### src/rtl/fsk_zc_demod.sv
// fsk_zc_demod: zero-crossing FSK demodulator with a runtime Schmitt trigger and a per-bit crossing window.
// Emits one decided bit per window, plus the raw crossing count and a counter saturation flag.
module fsk_zc_demod #(
  parameter int DATA_W = 8,
  parameter int WIN_W  = 16,
  parameter int CNT_W  = 8
) (
  input  logic              clk,
  input  logic              rst_n,
  input  logic [DATA_W-1:0] i_sample_in,
  input  logic              i_sample_valid,
  input  logic [DATA_W-1:0] i_cfg_center,
  input  logic [DATA_W-1:0] i_cfg_hyst,
  input  logic [WIN_W-1:0]  i_cfg_window,
  input  logic [CNT_W-1:0]  i_cfg_decide,
  input  logic              i_sync,
  output logic              o_bit_out,
  output logic              o_bit_valid,
  output logic [CNT_W-1:0]  o_cross_count,
  output logic              o_cross_sat
);
  typedef enum logic {ARM, RUN} state_t;
  state_t r_state, w_state_nxt;
  logic              r_level, w_level_nxt;
  logic [WIN_W-1:0]  r_win, w_win_nxt;
  logic [CNT_W-1:0]  r_cross, w_cross_nxt;
  logic              r_sat, w_sat_nxt;
  logic              r_bit_out, w_bit_nxt;
  logic              r_bit_valid, w_bv_nxt;
  logic [CNT_W-1:0]  r_cross_count, w_cc_nxt;
  logic              r_cross_sat, w_cs_nxt;
  logic [DATA_W:0]   w_upper_ext, w_lower_ext;
  logic [DATA_W-1:0] w_upper, w_lower;
  logic [WIN_W-1:0]  w_win_max, w_win_base, w_win_inc;
  logic [CNT_W-1:0]  w_cross_base, w_cross_tot;
  logic              w_sat_base, w_sat_tot;
  logic              w_clr, w_up, w_dn, w_evt, w_at_max, w_close;
  // Thresholds use one extra bit so the sum/difference can be clamped instead of wrapping.
  assign w_upper_ext  = {1'b0, i_cfg_center} + {1'b0, i_cfg_hyst};
  assign w_lower_ext  = {1'b0, i_cfg_center} - {1'b0, i_cfg_hyst};
  assign w_upper      = w_upper_ext[DATA_W] ? '1 : w_upper_ext[DATA_W-1:0];
  assign w_lower      = w_lower_ext[DATA_W] ? '0 : w_lower_ext[DATA_W-1:0];
  assign w_win_max    = (i_cfg_window == '0) ? WIN_W'(1) : i_cfg_window;
  assign w_clr        = (r_state == RUN) && i_sync;
  assign w_win_base   = w_clr ? '0 : r_win;
  assign w_cross_base = w_clr ? '0 : r_cross;
  assign w_sat_base   = w_clr ? 1'b0 : r_sat;
  assign w_up         = (r_state == RUN) && !r_level && (i_sample_in > w_upper);
  assign w_dn         = (r_state == RUN) && r_level && (i_sample_in < w_lower);
  assign w_evt        = w_up || w_dn;
  assign w_at_max     = (w_cross_base == '1);
  assign w_cross_tot  = w_cross_base + CNT_W'(w_evt && !w_at_max);
  assign w_sat_tot    = w_sat_base || (w_evt && w_at_max);
  assign w_win_inc    = w_win_base + WIN_W'(1);
  // >= rather than == so a window shrunk below the current count closes on the next sample.
  assign w_close      = (w_win_inc >= w_win_max);
  always_comb begin
    w_state_nxt = r_state;
    w_level_nxt = r_level;
    w_win_nxt   = w_win_base;
    w_cross_nxt = w_cross_base;
    w_sat_nxt   = w_sat_base;
    w_bit_nxt   = r_bit_out;
    w_bv_nxt    = 1'b0;
    w_cc_nxt    = r_cross_count;
    w_cs_nxt    = r_cross_sat;
    if (i_sample_valid) begin
      w_state_nxt = RUN;
      w_level_nxt = (r_state == ARM) ? (i_sample_in >= i_cfg_center) : (w_up || (r_level && !w_dn));
      w_win_nxt   = w_close ? '0 : w_win_inc;
      w_cross_nxt = w_close ? '0 : w_cross_tot;
      w_sat_nxt   = w_close ? 1'b0 : w_sat_tot;
      w_bv_nxt    = w_close;
      w_bit_nxt   = w_close ? (w_cross_tot >= i_cfg_decide) : r_bit_out;
      w_cc_nxt    = w_close ? w_cross_tot : r_cross_count;
      w_cs_nxt    = w_close ? w_sat_tot : r_cross_sat;
    end
  end
  always_ff @(posedge clk or negedge rst_n) begin
    if (!rst_n) begin
      r_state       <= ARM;
      r_level       <= 1'b0;
      r_win         <= '0;
      r_cross       <= '0;
      r_sat         <= 1'b0;
      r_bit_out     <= 1'b0;
      r_bit_valid   <= 1'b0;
      r_cross_count <= '0;
      r_cross_sat   <= 1'b0;
    end else begin
      r_state       <= w_state_nxt;
      r_level       <= w_level_nxt;
      r_win         <= w_win_nxt;
      r_cross       <= w_cross_nxt;
      r_sat         <= w_sat_nxt;
      r_bit_out     <= w_bit_nxt;
      r_bit_valid   <= w_bv_nxt;
      r_cross_count <= w_cc_nxt;
      r_cross_sat   <= w_cs_nxt;
    end
  end
  assign o_bit_out     = r_bit_out;
  assign o_bit_valid   = r_bit_valid;
  assign o_cross_count = r_cross_count;
  assign o_cross_sat   = r_cross_sat;
endmodule

### config.mk
export PLATFORM = sky130hd
export DESIGN_NAME = fsk_zc_demod
export DESIGN_NICKNAME = d
export VERILOG_FILES = /design/src/rtl/fsk_zc_demod.sv
export SDC_FILE = /design/constraint.sdc
export NUM_CORES = 1
export LEC_CHECK = 0
export CORE_MARGIN = 3
export CORE_UTILIZATION = 55
export DETAILED_ROUTE_END_ITERATION = 12
export GPL_TIMING_DRIVEN = 0
export HOLD_SLACK_MARGIN = 0.02
export MAX_ROUTING_LAYER = met4
export PLACE_DENSITY = 0.82
export RECOVER_POWER = 50
export SYNTH_ARGS = -nofsm -noshare
export SYNTH_HDL_FRONTEND = slang
export SYNTH_SLANG_ARGS = --single-unit
### constraint.sdc
create_clock -name clk -period 4.8 [get_ports clk]
set_input_delay 0.48 -clock clk [delete_from_list [all_inputs] [get_ports clk]]
set_output_delay 0.48 -clock clk [all_outputs]
set_load 0.05 [all_outputs]
# Yosys cells after proc, flatten, opt, wreduce, memory -nomap -nowiden
# Cells that the tools add are included.
# W data, S select, Z words.
classes:
  n_addsub: 4
  mul: 0
  div: 0
  magnitude_cmp: 5
  n_eq_ne: 1
  shift: 0
  n_mux: 14
  n_bitwise: 0
  n_reduce_logical: 16
ops:
  columns: ["cell", "n"]
  rows:
  - ["$mux W16", 4]
  - ["$mux W8", 5]
  - ["$add A16 B1 Y16 const B", 1]
  - ["$ge A16 B16 Y1", 1]
  - ["$ge A8 B8 Y1", 2]
  - ["$logic_not A16 Y1", 1]
  - ["$add A8 B8 Y9", 1]
  - ["$sub A8 B8 Y9", 1]
  - ["$add A8 B1 Y8", 1]
  - ["$eq A8 B8 Y1 const B", 1]
  - ["$gt A8 B8 Y1", 1]
  - ["$logic_and A1 B1 Y1", 8]
  - ["$lt A8 B8 Y1", 1]
  - ["$mux W1", 5]
  - ["$logic_not A1 Y1", 3]
  - ["$logic_or A1 B1 Y1", 3]
  - ["$reduce_and A2 Y1", 1]
word_totals:
  regBits: 38
  latchBits: 0
  mem_bits_rw: 0
  romBits: 0
  output_inout_bits: 11
  n_memories: 0

# Depth between registers and ports, before layout
depth:
  ltp_word: 9
  ltp_mapped: 28

# Worst setup path before layout
# Ideal clock, no wire load.
synth_path:
  path_type: "input -> register"
  from: "input i_cfg_center[0]"
  to: "register r_bit_out, in the netlist o_bit_out"
  setup_ns: 0.123
  t_arrival_ns: 5.176
  required_ns: 4.677
  setup_slack_ns: -0.499
  stages: 28
  path_cell_list: "inv_1 -> ha_1 -> fa_1 -> nand2b_1 -> a31oi_1 -> o21a_1 -> nor2_1 -> o21bai_1 -> o211ai_1 -> ha_1 -> a211oi_1 -> nor2_1 -> or3_1 -> a21oi_1 -> nand3_1 -> a21oi_1 -> ha_1 -> ha_1 -> nand3_1 -> xor2_1 -> nor2_1 -> ha_1 -> a21o_1 -> a21oi_1 -> o21ai_0 -> a21o_1 -> a21oi_1 -> a21oi_1"
synth_via:
  elab_chain_len: 8
synth_lines:
  columns: ["element", "line_no", "text"]
  rows:
  - ["start, declared", "12", "input logic [DATA_W-1:0] i_cfg_center,"]
  - ["$add A8 B8 Y9 / $sub A8 B8 Y9 (equally long branches)", "39, 40", null]
  - ["$mux W8, on equally long branches", "41, 42", null]
  - ["$gt A8 B8 Y1 / $lt A8 B8 Y1 (equally long branches)", "48, 49", null]
  - ["$logic_and A1 B1 Y1, on equally long branches", "48, 49", null]
  - ["$logic_or A1 B1 Y1 (*)", "50", "assign w_evt = w_up || w_dn;"]
  - ["$logic_and A1 B1 Y1 (*)", "52", "assign w_cross_tot = w_cross_base + CNT_W'(w_evt && !w_at_max);"]
  - ["$add A8 B1 Y8 (*)", "52", null]
  - ["net w_cross_tot[4]", "35", "logic [CNT_W-1:0] w_cross_base, w_cross_tot;"]
  - ["$ge A8 B8 Y1 (*)", "74", "w_bit_nxt = w_close ? (w_cross_tot >= i_cfg_decide) : r_bit_out;"]
  - ["end signal, assigned", "96", "r_bit_out <= w_bit_nxt;"]
  - ["end, declared", "28", "logic r_bit_out, w_bit_nxt;"]
# The timed path passes the listed nets; every way through them passes the cells marked *.
# A chain may end at the register's enable or synchronous reset.

# Worst setup path in the final report
# Same ends and word-level chain as after synthesis.

==> results by group <==
Hold path
  • Class of the tightest hold or removal check: flip-flop to flip-flop

Detailed routing
  • Vias: 3948
  • Iteration count of the initial detailed-routing pass: 5
  • Number of antenna-violating nets in the routed design: 0
  • Detailed Route Iter0 Violations: 257
  • Total Wirelength: 11.53 mm
  • DR vias/cell: 5.946
  • WL per Instance: 17.37 um
  • DRC: 0

Synth
  • Gate count after technology mapping: 471
  • Flops & latches, synth: 38
  • Number of library cell types mapped by synthesis: 56
  • Synthesized cell area: 3969 um^2
  • Post-synth net total: 591
  • Warning count from the yosys run: 0
  • Register area share after synthesis: 0.2396
  • Synth async-reset ratio: 1.000
  • Number of enable-type register cells in the synthesized netlist: 0
  • Most used flip-flop cell after synthesis: dfrtp_1
  • Synthesized area per cell: 8.426 um^2

Floorplanning
  • Vertical die dimension: 90.95 um
  • Core region area: 6907 um^2
  • Initial Util: 0.5746
  • Number of placement rows: 30
  • Area enclosed by the die boundary: 8271 um^2
  • Die span in x: 90.95 um
  • I/O pin total: 63

Place
  • Port-buffer cells: 62
  • Cell area after placement: 4785 um^2
  • Half-perimeter wire length after placement: 8.284 mm
  • Weighted congestion at the end of routability-driven global placement: 0.9112
  • Post-placement worst setup slack: -1259 ps

Global routing
  • Total overflow reported by the global router: 0
  • Total track usage: 0.2843
  • Global routing met3 resource utilization: 0.04640
  • Global-route layer with the greatest usage: met2
  • Number of antenna violations at the first check in global routing: 0
  • Met2 Track Usage GR: 0.4709
  • Number of global-route vias before repair: 3975
  • GR Util met1: 0.3625
  • Wire length of the first global-routing pass: 18.85 mm
  • Maximum number of pins on one net before global-route repair: 39

Pwr
  • Combinational Power Share: 0.429
  • Part of the total power dissipated in sequential elements: 0.340
  • Clock Power Share: 0.231
  • Cell-internal power: 0.6631 mW
  • Pleak: 2.484 nW
  • Maximum resistive drop on vdd: 0.0001875 V
  • Pwr per Cell Area: 188.4 nW/um^2
  • Sw Ratio: 0.3426
  • Total Power Consumption: 1.009 mW
  • Net Sw Power: 0.3456 mW

STA
  • Unrepaired setup endpoints after global routing: true
  • Max Slew Vio Count: 39
  • Final worst-path cycle share: 1.034
  • Setup WS post-layout: -163.7 ps
  • Max-slew headroom at the worst pin: -0.3704
  • Final critical-path required period: 4964 ps
  • Fmax: 0.2015 GHz
  • Number of failing setup endpoints in the final timing report: 1
  • Maximum clock skew at final layout: 7.524 ps
  • Worst slew pin tran: 2056 ps
  • TNS Setup: -163.7 ps
  • Count of final hold-check violations: 0

Clocking
  • Max clock buf depth: 2
  • CTS tree: done
  • Clock transition at the registers of the reported paths: 80 ps
  • Clock Root Buffer: clkbuf_8
  • Hold buffers post-CTS: 0
  • Clock Sinks: 38
  • Insertion delay of the later-clocked pin in the worst-skew pair: 290 ps
  • Depth of the CTS H-tree: 2
  • CTS Buf Count: 5

Setup path
  • CP Max Fanout: 4
  • CP peak stage delay: 380 ps
  • Combined buffer and inverter count along the critical path: 3
  • Most frequent cell on the critical path: a21oi_2
  • Type of element launching the critical path: primary input
  • Data required, critical path: 4980 ps
  • Delay-heaviest family, CP: compound AO/OA/AOI/OAI gates
  • Slowest stage cell on the critical path: or3_1
  • Critical path arrival: 5150 ps
  • Setup Crit Path Kind: primary input to flip-flop
  • Category of the worst setup path capture point: flip-flop

Flow run
  • Maximum capacitance violations: 1

Finish
  • Highest-count cells in the layout ignoring fill and taps: 57 x ha_1, 47 x inv_1, 46 x clkdlybuf4s50_1
  • Final nets: 687
  • Share of final-layout standard cells stronger than drive strength 1: 0.2077
  • Area overhead of the layout relative to synthesis: 34.93%
  • Final core area utilization: 0.7754
  • Number of antenna repair diodes: 0
  • Most common cell after layout, fill and taps aside: ha_1
  • Final Instance Area: 5355 um^2

Run status
  • Violations in the final reports: max-capacitance violations, max-slew violations, negative setup slack
  • Run status: complete, but fails checks
-- final cells by class --
| class | count | area, um^2 |
|---|---|---|
| Clock inverter | 2 | 12.51 |
| Multi-Input combinational cell | 366 | 3083 |
| Sequential cell | 38 | 950.9 |
| Clock buffer | 6 | 82.58 |
| Buffer | 12 | 72.57 |
| Inverter | 54 | 212.7 |
| Tap cell | 96 | 120.1 |
| Fill cell | 481 | 1551 |
| Timing Repair Buffer | 90 | 820.8 |
-- final timing paths --
path / start / end / slack [ps] / cells after the start
setup reg to reg: r_state / o_cross_count[6] / 360 / 20
max in group asynchronous: rst_n / r_cross[0] / 2850 / 1
setup / recovery: i_cfg_center[0] / o_bit_out / -160 / 27
hold / removal: o_cross_count[5] / o_cross_count[5] / 510 / 1
hold reg to reg: o_cross_count[5] / o_cross_count[5] / 510 / 1
min in group asynchronous: rst_n / r_win[4] / 760 / 1
-- cell usage after synthesis (all sizes together) (7+ instances only) --
library cell / n / area (um^2)
ha: 66 / 825.8
inv: 54 / 205.2
dfrtp: 38 / 950.9
nand2: 30 / 120.1
a21oi: 29 / 145.1
nor2: 29 / 111.4
o21ai: 24 / 120.1
nand3: 18 / 90.09
xnor2: 15 / 131.4
a22o: 13 / 113.9
nor3: 12 / 60.06
nand2b: 11 / 68.82
clkbuf: 10 / 37.54
nand4: 10 / 62.56
o21a: 10 / 75.07
a21o: 9 / 67.56
and3: 8 / 50.05
mux2: 8 / 93.84
nor4: 7 / 50.05
xor2: 7 / 61.31
-- per-stage QoR --
step	hold slack, ps	cells
floorplan	184.4	471
global placement	488.4	629
detailed placement	498.4	629
CTS	312.0	662
global route	539.0	664
finish	509.4	664
-- sequential cells by signal, summed over array words and instances, names as in the netlist --
register,cells
r_sat,1
r_state,1
o_cross_count,8
o_bit_out,1
o_bit_valid,1
r_win,16
o_cross_sat,1
r_cross,8
r_level,1
-- repair_timing --
item / in CTS / in global routing
setup buffers: 26 / 2
gates resized for setup: 73 / 29
endpoints found under the setup margin: 20 / 27
pin swaps: 26 / 20
gates cloned: 0 / 0
-- routing by layer --
metal	vias up	routed length, um
met4	0	215
li1	1897	-
met5	-	0
met1	1887	4919
met3	22	694
met2	142	5704
-- cell families after synthesis --
logic type                 after synthesis  synth area share
AOI/OAI and AO/OA                      119            0.2008
xor gates and xnor gates                22           0.04855
and+or+nand+nor                        148            0.1986
buffers and inverters                   67           0.06810
adders and majority gates               68            0.2182
DFF                                     38            0.2396
muxes                                    9           0.02617
-- power groups by stage --
stage                     clock network [mW]  registers (mW)  logic, mW
final                                  0.233           0.343      0.433
after global routing                   0.250           0.345      0.472
after CTS                              0.237           0.342      0.385
after detailed placement                   0           0.348      0.315
after global placement                     0           0.348      0.305
after floorplan                            0           0.346      0.200
Power figures use the tool's default switching activity.
